### src/rtl/muldiv_pkg.sv
// muldiv_pkg: op encodings, FSM states and defaults for the iterative multiply/divide unit
package muldiv_pkg;
   localparam int WIDTH_DEFAULT = 32;
   typedef enum logic [1:0] {OP_MULT = 2'b00, OP_MULTU = 2'b01, OP_DIV = 2'b10, OP_DIVU = 2'b11} op_e;
   typedef enum logic [1:0] {IDLE, CALC, FIX, DONE} state_e;
   function automatic logic op_is_signed(input logic [1:0] o);
      return o == OP_MULT || o == OP_DIV;
   endfunction
   function automatic logic op_is_div(input logic [1:0] o);
      return o == OP_DIV || o == OP_DIVU;
   endfunction
endpackage

### src/rtl/muldiv_neg.sv
// muldiv_neg: combinational conditional two's-complement negation
module muldiv_neg #(
   parameter int W = 32
) (
   input  logic [W-1:0] in,
   input  logic         neg,
   output logic [W-1:0] out
);
   assign out = neg ? -in : in;
endmodule

### src/rtl/muldiv_unit.sv
// muldiv_unit: iterative MULT/MULTU/DIV/DIVU into HI/LO with regfile write-back; divider built only with MULDIV_DIV_EN
module muldiv_unit
   import muldiv_pkg::*;
#(
   parameter int WIDTH = WIDTH_DEFAULT
) (
   input  logic             clk,
   input  logic             clrn,
   input  logic             start,
   input  logic [1:0]       op,
   input  logic [WIDTH-1:0] a,
   input  logic [WIDTH-1:0] b,
   input  logic [4:0]       dst,
   output logic             busy,
   output logic             done,
   output logic [WIDTH-1:0] hi,
   output logic [WIDTH-1:0] lo,
   output logic             we,
   output logic [4:0]       wn,
   output logic [WIDTH-1:0] wd,
   output logic             illegal
);
   localparam int CW = $clog2(WIDTH);
   state_e             state_q, state_d;
   logic [1:0]         op_q, op_d;
   logic [4:0]         wn_q, wn_d;
   logic [WIDTH-1:0]   ua_q, ua_d, ub_q, ub_d, hi_q, hi_d, lo_q, lo_d;
   logic [2*WIDTH-1:0] acc_q, acc_d;
   logic [CW-1:0]      cnt_q, cnt_d;
   logic               sa_q, sa_d, sb_q, sb_d, ill_q, ill_d;
   logic [WIDTH-1:0]   abs_a, abs_b;
   logic [2*WIDTH-1:0] acc_mul, prod_fix;
   // operand magnitudes taken at accept so the datapath only ever works unsigned
   muldiv_neg #(.W(WIDTH)) u_neg_a (.in(a), .neg(op_is_signed(op) & a[WIDTH-1]), .out(abs_a));
   muldiv_neg #(.W(WIDTH)) u_neg_b (.in(b), .neg(op_is_signed(op) & b[WIDTH-1]), .out(abs_b));
   muldiv_neg #(.W(2*WIDTH)) u_neg_p (.in(acc_q), .neg(sa_q ^ sb_q), .out(prod_fix));
   // multiplier scans ub from its MSB, doubling the accumulator each step
   assign acc_mul = {acc_q[2*WIDTH-2:0], 1'b0} + (ub_q[WIDTH-1] ? {{WIDTH{1'b0}}, ua_q} : '0);
`ifdef MULDIV_DIV_EN
   logic               bz_q, bz_d, ge;
   logic [WIDTH:0]     rem_sh, diff;
   logic [WIDTH-1:0]   q_fix, r_fix;
   logic [2*WIDTH-1:0] acc_div;
   // restoring divide: remainder in acc high half, quotient bits shift into the low half
   assign rem_sh  = {acc_q[2*WIDTH-1:WIDTH], ua_q[WIDTH-1]};
   assign diff    = rem_sh - {1'b0, ub_q};
   assign ge      = ~diff[WIDTH];
   assign acc_div = {ge ? diff[WIDTH-1:0] : rem_sh[WIDTH-1:0], acc_q[WIDTH-2:0], ge};
   muldiv_neg #(.W(WIDTH)) u_neg_q (.in(acc_q[WIDTH-1:0]), .neg((sa_q ^ sb_q) & ~bz_q), .out(q_fix));
   muldiv_neg #(.W(WIDTH)) u_neg_r (.in(acc_q[2*WIDTH-1:WIDTH]), .neg(sa_q), .out(r_fix));
`endif
   assign busy    = state_q == CALC || state_q == FIX;
   assign done    = state_q == DONE;
   assign we      = done && !ill_q && wn_q != 5'd0;
   assign illegal = done && ill_q;
   assign wn      = wn_q;
   assign hi      = hi_q;
   assign lo      = lo_q;
   assign wd      = lo_q;
   // next-state: accept in IDLE/DONE, iterate in CALC, sign fix-up and result load in FIX
   always_comb begin
      state_d = state_q;
      op_d    = op_q;
      wn_d    = wn_q;
      ua_d    = ua_q;
      ub_d    = ub_q;
      acc_d   = acc_q;
      cnt_d   = cnt_q;
      sa_d    = sa_q;
      sb_d    = sb_q;
      hi_d    = hi_q;
      lo_d    = lo_q;
      ill_d   = ill_q;
`ifdef MULDIV_DIV_EN
      bz_d    = bz_q;
`endif
      case (state_q)
         CALC: begin
`ifdef MULDIV_DIV_EN
            acc_d = op_is_div(op_q) ? acc_div : acc_mul;
            ua_d  = op_is_div(op_q) ? {ua_q[WIDTH-2:0], 1'b0} : ua_q;
            ub_d  = op_is_div(op_q) ? ub_q : {ub_q[WIDTH-2:0], 1'b0};
`else
            acc_d = acc_mul;
            ub_d  = {ub_q[WIDTH-2:0], 1'b0};
`endif
            cnt_d = cnt_q + 1'b1;
            if (cnt_q == CW'(WIDTH - 1)) state_d = FIX;
         end
         FIX: begin
`ifdef MULDIV_DIV_EN
            {hi_d, lo_d} = op_is_div(op_q) ? {r_fix, q_fix} : prod_fix;
`else
            {hi_d, lo_d} = prod_fix;
`endif
            state_d = DONE;
         end
         default: begin
            if (start) begin
               op_d    = op;
               wn_d    = dst;
               ua_d    = abs_a;
               ub_d    = abs_b;
               sa_d    = op_is_signed(op) & a[WIDTH-1];
               sb_d    = op_is_signed(op) & b[WIDTH-1];
               acc_d   = '0;
               cnt_d   = '0;
               ill_d   = 1'b0;
               state_d = CALC;
`ifdef MULDIV_DIV_EN
               bz_d    = b == '0;
`else
               if (op_is_div(op)) begin
                  ill_d   = 1'b1;
                  state_d = DONE;
               end
`endif
            end else if (state_q == DONE) begin
               state_d = IDLE;
            end
         end
      endcase
   end
   // state and datapath registers; reset discards any operation in flight
   always_ff @(posedge clk or negedge clrn) begin
      if (!clrn) begin
         state_q <= IDLE;
         op_q    <= '0;
         wn_q    <= '0;
         ua_q    <= '0;
         ub_q    <= '0;
         acc_q   <= '0;
         cnt_q   <= '0;
         sa_q    <= 1'b0;
         sb_q    <= 1'b0;
         hi_q    <= '0;
         lo_q    <= '0;
         ill_q   <= 1'b0;
      end else begin
         state_q <= state_d;
         op_q    <= op_d;
         wn_q    <= wn_d;
         ua_q    <= ua_d;
         ub_q    <= ub_d;
         acc_q   <= acc_d;
         cnt_q   <= cnt_d;
         sa_q    <= sa_d;
         sb_q    <= sb_d;
         hi_q    <= hi_d;
         lo_q    <= lo_d;
         ill_q   <= ill_d;
      end
   end
`ifdef MULDIV_DIV_EN
   // divide-by-zero flag, kept so the quotient stays all-ones regardless of signs
   always_ff @(posedge clk or negedge clrn) begin
      if (!clrn) bz_q <= 1'b0;
      else bz_q <= bz_d;
   end
`endif
endmodule

### config.mk
export PLATFORM = sky130hd
export DESIGN_NAME = muldiv_unit
export DESIGN_NICKNAME = d
export VERILOG_FILES = /design/src/rtl/muldiv_pkg.sv /design/src/rtl/muldiv_neg.sv /design/src/rtl/muldiv_unit.sv
export SDC_FILE = /design/constraint.sdc
export NUM_CORES = 1
export LEC_CHECK = 0
export CORE_UTILIZATION = 50
export CTS_CLUSTER_DIAMETER = 40
export DETAILED_ROUTE_END_ITERATION = 8
export GPL_ROUTABILITY_DRIVEN = 0
export PLACE_DENSITY = 0.76
export SLEW_MARGIN = 40
export SYNTH_ARGS = -nofsm -noshare
export SYNTH_HDL_FRONTEND = slang
export SYNTH_HIERARCHICAL = 1
export SYNTH_SLANG_ARGS = --single-unit
### constraint.sdc
create_clock -name clk -period 3.2 [get_ports clk]
set_input_delay 0.48 -clock clk [delete_from_list [all_inputs] [get_ports clk]]
set_output_delay 0.48 -clock clk [all_outputs]
set_load 0.03 [all_outputs]
## Word level (Yosys, flattened, before mapping)

Cells that the tools add are included.

- Bitwise logic cells: 5
- Add/sub/neg operators: 5
- Eq/ne operators: 7
- Reduce and logical (&&, ||, !) cells: 15
- Muxes and demuxes: 16

Operators by type and width:

| operator | count |
|---|---|
| $mux W32 | 4 |
| $mux W64 | 2 |
| $pmux W64 S2 | 1 |
| $add A64 B32 Y64 | 1 |
| $neg A32 Y32 | 2 |
| $neg A64 Y64 | 1 |
| $pmux W32 S2 | 1 |
| $pmux W5 S2 | 1 |
| $eq A2 B2 Y1 const B | 4 |
| $mux W2 | 4 |
| $reduce_and A2 Y1 | 3 |
| $add A5 B1 Y5 const B | 1 |
| $eq A5 B5 Y1 const B | 1 |
| $mux W5 | 1 |
| $reduce_bool A5 Y1 | 1 |
| $pmux W2 S2 | 1 |
| $reduce_bool A4 Y1 | 1 |
| $logic_and A1 B1 Y1 | 3 |
| $logic_or A1 B1 Y1 | 3 |
| $and A1 B1 Y1 | 2 |
| $eq A2 B1 Y1 const B | 1 |
| $logic_not A2 Y1 | 1 |
| $ne A2 B1 Y1 const B | 1 |
| $not A1 Y1 | 2 |
| 5 further kinds | 5 |

- Input port bits: 74
- Word-level logic and storage cells: 59
- Bits in registers: 207
- Output and inout port bits: 105

## Logic depth before layout (Yosys ltp)

Gate-level depths: netlist (run 1).

- Depth in word-level cells: 6
- Depth in mapped cells: 13
- Mapped depth without buffers: 11

## By module

Netlist (run 1), hierarchy kept.

By module, submodules not included:

| module | area an instance (µm²) | sequential area each (µm²) | cells each | times used |
|---|---|---|---|---|
| muldiv_unit | 10984.3 | 5180.0 | 1062 | 1 |
| muldiv_neg (u_neg_a ...) | 767.0 | 0.0 | 108 | 2 |
| muldiv_neg (u_neg_p) | 1453.9 | 0.0 | 198 | 1 |

## Least setup slack after synthesis (run 1)

Ideal clock, no wire load.

- Kind: reg-to-reg
- From: reg ub_q[31]
- To: reg acc_q[31]
- Clock period less this slack: 3.247 ns
- Slack: -0.047 ns
- Data arrival time: 3.114 ns
- Cell stages (with the launch flop): 13
- Path buffers: 1
- Library setup time: 0.133 ns
- Data required time: 3.067 ns
- Cells stage by stage: dfrtp_1 -> clkbuf_1 -> and2_1 -> ha_1 -> fa_1 -> a211oi_1 -> o21ai_0 -> a21oi_1 -> o311ai_0 -> o41ai_1 -> o21ai_0 -> xnor2_1 -> o21ai_0

- Cells in the longest elaborated chain, start to end: 3

Ends and longest elaborated chain:

| what | line | RTL |
|---|---|---|
| from (decl) | muldiv_unit.sv:27 | `logic [WIDTH-1:0] ua_q, ua_d, ub_q, ub_d, hi_q, hi_d, lo_q, lo_d;` |
| from (signal assigned) | muldiv_unit.sv:144 | `ub_q <= ub_d;` |
| $mux W32 | muldiv_unit.sv:38 | `assign acc_mul = {acc_q[2*WIDTH-2:0], 1'b0} + (ub_q[WIDTH-1] ? {{WIDTH{1'b0}}, ua_q} : '0);` |
| $add A64 B32 Y64 | muldiv_unit.sv:38 |  |
| $pmux W64 S2 | muldiv_unit.sv:77 | `case (state_q)` |
| to (signal assigned) | muldiv_unit.sv:132 | `acc_q <= '0;` |
| to (signal assigned) | muldiv_unit.sv:145 | `acc_q <= acc_d;` |
| to (decl) | muldiv_unit.sv:28 | `logic [2*WIDTH-1:0] acc_q, acc_d;` |

Every way passes these cells.
A chain may end at the register's enable or synchronous reset.

## Worst setup path in the final report (run 1)

- From: reg ub_q[31]
- To: reg acc_q[50]

Same word-level chain as after synthesis.

==> results of run 1 <==
[sequential cells by signal (all words and copies together) (netlist names)]
signal / flops
ub_q: 32
state_q: 2
hi: 32
ua_q: 32
sb_q: 1
wn: 5
ill_q: 1
lo: 32
acc_q: 64
sa_q: 1
cnt_q: 5
[layout by cell type (no fill, tap or decap), drive strengths merged, types with 4 or more instances in the layout]
cell and n:
clkinv 8, and3 7, a21oi 52, xor2 12
o21ai 128, or2 8, and2 38, or4 31
ha 39, nor2b 9, nor3 17, dfrtp 207
xnor2 148, a211oi 6, o41ai 41, clkbuf 47
o211ai 13, buf 86, a32oi 8, a2111oi 7
nand2 172, nand4b 5, inv 39, mux2i 32
mux2 104, a21o 10, o21bai 8, clkdlybuf4s50 177
nor4 17, nand2b 10, o31ai 38, nand3 40
nand3b 7, or3 19, nand4 21, a211o 4
o21a 6, nor2 40
[logic make-up (layout without fill, tap and decap cells)]
kind of cell,Yosys count,count (layout),synth area share
buffers and inverters,142,362,0.0527
AND/OR/NAND/NOR,449,449,0.168
flip-flops,207,207,0.371
adder cells (fa/ha/maj),40,40,0.0364
XOR/XNOR,160,160,0.100
AO/OA/AOI/OAI,342,343,0.166
multiplexers,136,136,0.107
[report_power, final]
group / total (W) / switching (W) / internal (W)
sequential: 0.00440 / 0.000771 / 0.00363
clock: 0.00369 / 0.00136 / 0.00233
combinational: 0.0112 / 0.00606 / 0.00511
total: 0.0193 / 0.00819 / 0.0111
[worst reg2reg max path, delay by kind of cell, from the launching register on]
kind / cells / cell delay, ns
AOI/OAI and AO/OA: 5 / 1.30
adders and majority gates: 1 / 0.30
and+or+nand+nor: 4 / 0.85
DFF: 1 / 0.44
buffers and inverters: 1 / 0.15
[synth_stat cells, drive strengths merged, types with 2 or more instances]
| cell type | instances | area, sq um |
|---|---|---|
| nor2b | 9 | 56.3 |
| a21oi | 51 | 259 |
| or3 | 19 | 121 |
| nor3 | 17 | 85.1 |
| buf | 62 | 437 |
| a211oi | 6 | 45.0 |
| or2 | 8 | 50.1 |
| o21a | 6 | 45.0 |
| or4 | 31 | 259 |
| nand4b | 5 | 50.0 |
| xor2 | 12 | 105 |
| a211o | 4 | 35.0 |
| a21o | 10 | 78.8 |
| o21ai | 128 | 641 |
| nand3b | 7 | 52.6 |
| nor3b | 2 | 15.0 |
| o21bai | 8 | 60.1 |
| o211ai | 13 | 103 |
| o31ai | 38 | 285 |
| nand2 | 172 | 646 |
| nand4 | 21 | 131 |
| inv | 33 | 124 |
| and3 | 7 | 45.1 |
| o41ai | 41 | 412 |
| dfrtp | 207 | 5180 |
| nand2b | 10 | 62.6 |
| nand3 | 40 | 205 |
| a2111oi | 7 | 86.3 |
| a32oi | 8 | 70.1 |
| clkbuf | 47 | 176 |
| a21boi | 3 | 22.5 |
| mux2i | 32 | 320 |
| nor4 | 17 | 113 |
| mux2 | 104 | 1170 |
| nor4b | 2 | 17.5 |
| xnor2 | 148 | 1300 |
| nor2 | 40 | 150 |
| or4b | 2 | 20.0 |
| and2 | 38 | 241 |
| o211a | 2 | 20.0 |
| a32o | 2 | 20.0 |
| o311ai | 3 | 26.3 |
| ha | 39 | 488 |
| a221o | 2 | 20.0 |
| a31oi | 3 | 18.8 |
[final cells by class]
type,count,area (sq um),area share
Clock buffer,46,1010,0.0567
Clock inverter,18,166,0.00936
Inverter,33,124,0.00696
Multi-Input combinational cell,1128,8320,0.468
Sequential cell,207,5180,0.291
Tap cell,372,465,0.0262
Timing Repair Buffer,265,2520,0.142
[worst max-delay path by stage]
stage,from,end,depth (start not counted)
after floorplan,ub_q[31]$_DFFE_PN0P_,acc_q[31]$_DFFE_PN0P_,12
after global placement,ub_q[31]$_DFFE_PN0P_,acc_q[47]$_DFFE_PN0P_,13
after detailed placement,ub_q[31]$_DFFE_PN0P_,acc_q[59]$_DFFE_PN0P_,14
after CTS,ub_q[31]$_DFFE_PN0P_,acc_q[50]$_DFFE_PN0P_,11
after global routing,ub_q[31]$_DFFE_PN0P_,acc_q[50]$_DFFE_PN0P_,11
final,ub_q[31]$_DFFE_PN0P_,acc_q[50]$_DFFE_PN0P_,11
[through the flow]
step           instance area, sq um  total power, W  utilization
5_1_grt                       17800          0.0205        0.655
4_1_cts                       17600          0.0192        0.647
2_1_floorplan                 14000          0.0121            -
6_report                      17800          0.0193        0.655
3_5_place_dp                  16400          0.0153        0.602
3_3_place_gp                  16400          0.0150        0.602
[metal layers]
layer,wire (microns),up-vias,track usage
met3,2200,64,0.0336
met2,16500,415,0.388
met5,0,-,0
li1,-,5761,-
met4,670,0,0.0638
met1,16300,5837,0.352
[repair_timing]
| item | CTS | global route |
|---|---|---|
| endpoints found under the setup margin | 8 | 29 |
| resized for setup | 7 | 33 |
| pin swaps | 1 | 12 |
| gates cloned | 0 | 2 |
| buffers inserted | 0 | 3 |
| hold buffers | 1 | 0 |
| endpoints found under the hold margin | 47 | 0 |
==> flow_summary.json, run 1 <==
{
  "outcome": "finished clean",
  "cp.arrival_ns": 3.54,
  "routed_wl_microns": 35700,
  "path_delay_family": "compound AO/OA/AOI/OAI gates",
  "hold_viol_final": 0,
  "die_w_microns": 169,
  "synth_cell_types": 75,
  "slowest_stage": "dfrtp_2",
  "clock_latency_ns": 0.51,
  "grt_pass1_vias": 11500,
  "clk_pin_slew_worst_paths_ns": 0.06,
  "grtUsageTotal": 0.245,
  "required_ns": 3.59,
  "fmax_mhz": 317,
  "io_buffers": 178,
  "vias": 12100,
  "grt_start_max_net_pins": 71,
  "worstPathMaxFanout": 10,
  "post-route-period-util": 0.987,
  "tns_ns": 0,
  "rr_startpoint": "ub_q[31]$_DFFE_PN0P_",
  "ctsHtreeMaxLevel": 2,
  "worstMarginPinSlew_ns": 0.915,
  "viasPerCell": 5.84,
  "hold_depth": 2,
  "ys_seq_elements": 207,
  "max_stage_delay_ns": 0.44,
  "synthesis.nets": 1590,
  "fin_cells": 2069,
  "die-area_sq_um": 28600,
  "drt_first_iter_violations": 1117,
  "hpwlAfterDp_microns": 25300,
  "path_cells": "buf_6, and2_1, ha_4, and2_4, nand3_2, a211o_1, or4_4, o211ai_4, a21oi_4, o311a_1, a221o_1",
  "worstSetupEndpointType": "register",
  "syn_area_sq_um": 14000,
  "drc_errors": 0,
  "die_h_microns": 169,
  "drive_gt1_frac": 0.192,
  "max_slew_margin": 0.385,
  "antenna_found_initial": 0,
  "syn_inst": 1476,
  "skew_ns": 0.0143,
  "peakVddDrop_mv": 0.673,
  "cp_num_buf_inv": 1,
  "syn2layout_area_growth_pct": 27.3,
  "reg2reg_slack_ns": 0.04,
  "synth_ff_type": "dfrtp_1",
  "nets": 1785,
  "setup_viol": 0,
  "setup_ws_ns": 0.0414,
  "synth_async_sr_flop_share": 1.00,
  "min_to": "ub_q[29]$_DFFE_PN0P_",
  "cap_violations": 0,
  "root_buffer": "clkbuf_16",
  "place_inst": 1999,
  "clk_path_buf_depth": 3,
  "fin_crit_ns": 3.16,
  "dp_slack_ns": -0.0752,
  "overflow": 0,
  "synth_edf_count": 0,
  "p_per_area_nw_per_um2": 1080,
  "cts_tree": "built",
  "cts_sinks": 207,
  "r2r_end": "acc_q[50]$_DFFE_PN0P_",
  "hp-class": "register to register",
  "nFillCells": 2175,
  "drt_pre_antenna_iters": 5,
  "wire_per_inst_microns": 17.2,
  "cp-start-kind": "register",
  "path_class": "register to register",
  "reg2reg_depth": 11,
  "ant_nets": 0,
  "numCtsBuffers": 36,
  "rows": 60,
  "slew_violations": 0,
  "leakage_nw": 7.23,
  "hold_ws_ns": 0.481,
  "io_pins": 179,
  "coreArea_sq_um": 27200,
  "grt_first_pass_wirelength_microns": 57900,
  "avgSynthCellArea_sq_um": 9.47,
  "initial_core_util": 0.514,
  "min_from": "ub_q[29]$_DFFE_PN0P_",
  "yosysWarnings": 6,
  "yosysSeqAreaShare": 0.371,
  "diodes": 0
}
No activity file was read; power rests on OpenSTA's default activity.
==> run 2, diff against run 1 <==
--- a/config.mk
+++ b/config.mk
@@ -5,11 +5,13 @@
 export SDC_FILE = /design/constraint.sdc
 export NUM_CORES = 1
 export LEC_CHECK = 0
+export ABC_AREA = 1
+export CAP_MARGIN = 20
 export CORE_UTILIZATION = 50
 export CTS_CLUSTER_DIAMETER = 40
 export DETAILED_ROUTE_END_ITERATION = 8
 export GPL_ROUTABILITY_DRIVEN = 0
-export PLACE_DENSITY = 0.76
+export PLACE_DENSITY = 0.75
 export SLEW_MARGIN = 40
 export SYNTH_ARGS = -nofsm -noshare
 export SYNTH_HDL_FRONTEND = slang
==> run 2 against run 1 <==
  * Count of clock-buffer cells in the layout down 6
  * Non-clock buffer count down 67
  * Die area up 20%
  * Sequential cell count unchanged
  * Clock power up 8.4%
  * Wire length up 36%
  * First-iteration DRC count up 24%
  * Worst hold slack worse by 0.016 ns
  * Worst setup slack better by 0.39 ns
  * Final area up 12%
  * Maximum frequency up 14%
  * Highest routed layer unchanged
==> flow_summary.json, run 2 <==
{
  "avgSynthCellArea_sq_um": 6.06,
  "r2r_end": "acc_q[56]$_DFFE_PN0P_",
  "antenna_found_initial": 0,
  "clock_latency_ns": 0.51,
  "clk_pin_slew_worst_paths_ns": 0.05,
  "slowest_stage": "dfrtp_1",
  "ys_top_cells_by_count": "nand2_1 (1268), inv_1 (327), nor2_1 (280), dfrtp_1 (207), nand3_1 (195)",
  "yosys-top-cells-area": "dfrtp_1 (31%), nand2_1 (28%), inv_1 (7.3%)",
  "regArea_sq_um": 5180,
  "max_slew_margin": 0.532,
  "drt_first_iter_violations": 1387,
  "path_delay_family": "simple AND/OR/NAND/NOR gates",
  "synth_edf_count": 0,
  "reg2reg_depth": 15,
  "synth_cell_types": 44,
  "syn_inst": 2766,
  "grt_start_max_net_pins": 84,
  "hp-class": "register to register",
  "p_int_w": 0.00936,
  "nFillCells": 3108,
  "hold_ws_ns": 0.465,
  "cts_hold_buffers": 1,
  "cts_setup_buffers": 0,
  "seqPwrFrac": 0.231,
  "yosysSeqAreaShare": 0.309,
  "wire_per_inst_microns": 14.4,
  "syn_area_sq_um": 16800,
  "ant_nets": 0,
  "die-area_sq_um": 34300,
  "rr_startpoint": "ub_q[31]$_DFFE_PN0P_",
  "skew_ns": 0.0197,
  "fmax_mhz": 361,
  "crit_end": "acc_q[56]$_DFFE_PN0P_",
  "yosysWarnings": 6,
  "hpwlAfterDp_microns": 37900,
  "p_sw_frac": 0.473,
  "required_ns": 3.60,
  "io_buffers": 178,
  "post_cts_resized": 0,
  "setup_viol": 0,
  "coreArea_sq_um": 32800,
  "clk_path_buf_depth": 3,
  "post-route-period-util": 0.866,
  "max_stage_delay_ns": 0.49,
  "io_pins": 179,
  "leakage_nw": 11.1,
  "setup_ws_ns": 0.430,
  "hold_viol_final": 0,
  "synth_ff_type": "dfrtp_1",
  "die_h_microns": 185,
  "regMostFlops": "acc_q",
  "switching_power_w": 0.00840,
  "synth_async_sr_flop_share": 1.00,
  "synth_top_area_frac": 0.309,
  "cts_sinks": 207,
  "syn2layout_area_growth_pct": 19.4,
  "drt_pre_antenna_iters": 8,
  "largest_register_ff_count": 64,
  "diodes": 0,
  "mostFrequentLayoutCells": "nand2_1 (1268), inv_1 (326), nor2_1 (277)",
  "grt_pass1_vias": 16900,
  "multiInputGateArea_sq_um": 9800,
  "initial_core_util": 0.511,
  "pwr-share-comb": 0.543,
  "cp-start-kind": "register",
  "fin_cells": 3370,
  "cp.arrival_ns": 3.17,
  "rows": 66,
  "routed_wl_microns": 48600,
  "worstPathMaxFanout": 22,
  "reg2reg_slack_ns": 0.43,
  "min_from": "hi[1]$_DFFE_PN0P_",
  "cp-startpoint": "ub_q[31]$_DFFE_PN0P_",
  "path_cells": "buf_4, nand2_1, inv_1, ha_1, nand2_1, nor2_1, inv_1, o21bai_1, inv_1, nand3_1, nand2_1, nand2_1, nand2_1, nand3_1, nand2_1",
  "yosysMostFrequentCell": "nand2_1",
  "p_per_area_nw_per_um2": 887,
  "place_inst": 3307,
  "yosysTopAreaCell": "dfrtp_1",
  "numCtsBuffers": 34,
  "cts_tree": "built",
  "synthesis.nets": 2880,
  "dp_slack_ns": 0.471,
  "path_class": "register to register",
  "cap_violations": 0,
  "ctsHtreeMaxLevel": 2,
  "clkPwrFrac": 0.225,
  "root_buffer": "clkbuf_16",
  "fin_crit_ns": 2.77,
  "worstSetupEndpointType": "register",
  "overflow": 0,
  "viasPerCell": 5.24,
  "ys_seq_elements": 207,
  "die_w_microns": 185,
  "path_common_cell": "nand2_1",
  "drive_gt1_frac": 0.0543,
  "cp_num_buf_inv": 4,
  "final_common_cell": "nand2_1",
  "grt_first_pass_wirelength_microns": 81100,
  "worstMarginPinSlew_ns": 0.701,
  "slew_violations": 0,
  "outcome": "finished clean",
  "nets": 3016,
  "grtUsageTotal": 0.293,
  "crit_cells": 15,
  "tns_ns": 0,
  "p_total_w": 0.0178,
  "drc_errors": 0,
  "peakVddDrop_mv": 0.635,
  "vias": 17700,
  "rsz0062_at_grt": "false"
}
## run 2: cell types whose count changed after synthesis, moves of 18 or more
cell     change
or4_1       -24
mux2_2     -104
nand2_1   +1096
inv_1      +294
nand3_1    +156
o31ai_1     -38
o41ai_1     -34
nor2_1     +240
xnor2_1     -90
o21ai_0     -60
and2_1      -31
mux2i_1     -32
nor2_2      +18
a21oi_1     -22
## run 2: worst min path at each step
stage / endpoint / slack, ns / cells past startpoint
2_1_floorplan: acc_q[0]$_DFFE_PN0P_ / 0.18 / 0
3_3_place_gp: lo[1]$_DFFE_PN0P_ / 0.42 / 1
3_5_place_dp: lo[4]$_DFFE_PN0P_ / 0.43 / 1
4_1_cts: lo[9]$_DFFE_PN0P_ / 0.47 / 2
5_1_grt: lo[9]$_DFFE_PN0P_ / 0.48 / 2
6_report: hi[1]$_DFFE_PN0P_ / 0.46 / 2
## run 2: final cells by class
| class | count | area share |
|---|---|---|
| clock buffer | 40 | 0.0473 |
| clock inverter | 22 | 0.0154 |
| inverter | 333 | 0.0625 |
| multi-input combinational | 2128 | 0.490 |
| sequential | 207 | 0.259 |
| tap | 442 | 0.0276 |
| timing repair buffer | 198 | 0.0987 |
## run 2: logic make-up after synthesis
kind of cell,Yosys count,share of synthesized area
AO/OA/AOI/OAI,128,0.0457
XOR/XNOR,87,0.0455
adder cells (fa/ha/maj),40,0.0303
buffers and inverters,431,0.108
flip-flops,207,0.309
AND/OR/NAND/NOR,1873,0.461
## run 2: metal layers
| metal | vias to the layer above | global-route usage | part of all wire |
|---|---|---|---|
| met2 | 803 | 0.478 | 0.44 |
| met1 | 7966 | 0.381 | 0.43 |
| met4 | 0 | 0.139 | 0.046 |
| met5 | - | 0 | 0 |
| li1 | 8743 | - | - |
| met3 | 155 | 0.0413 | 0.083 |
## run 2: worst register-to-register path: stages, from the launching register on
cell and delay [ns]:
dfrtp_1 0.49, buf_4 0.27, nand2_1 0.10, inv_1 0.04, ha_1 0.37, nand2_1 0.12
nor2_1 0.16, inv_1 0.09, o21bai_1 0.31, inv_1 0.07, nand3_1 0.25, nand2_1 0.14
nand2_1 0.09, nand2_1 0.05, nand3_1 0.07, nand2_1 0.05
## run 2: through the flow
step            util  instance area [sq um]
2_1_floorplan      -                  16800
3_3_place_gp   0.572                  18700
3_5_place_dp   0.572                  18700
4_1_cts        0.610                  20000
5_1_grt        0.610                  20000
6_report       0.610                  20000
## run 2: power groups by stage
stage	clock network, W	logic [W]	registers, W
after floorplan	0	0.00653	0.00441
after global placement	0	0.00933	0.00410
after detailed placement	0	0.00952	0.00412
after CTS	0.00406	0.00956	0.00410
after global routing	0.00418	0.0107	0.00419
final	0.00400	0.00964	0.00411
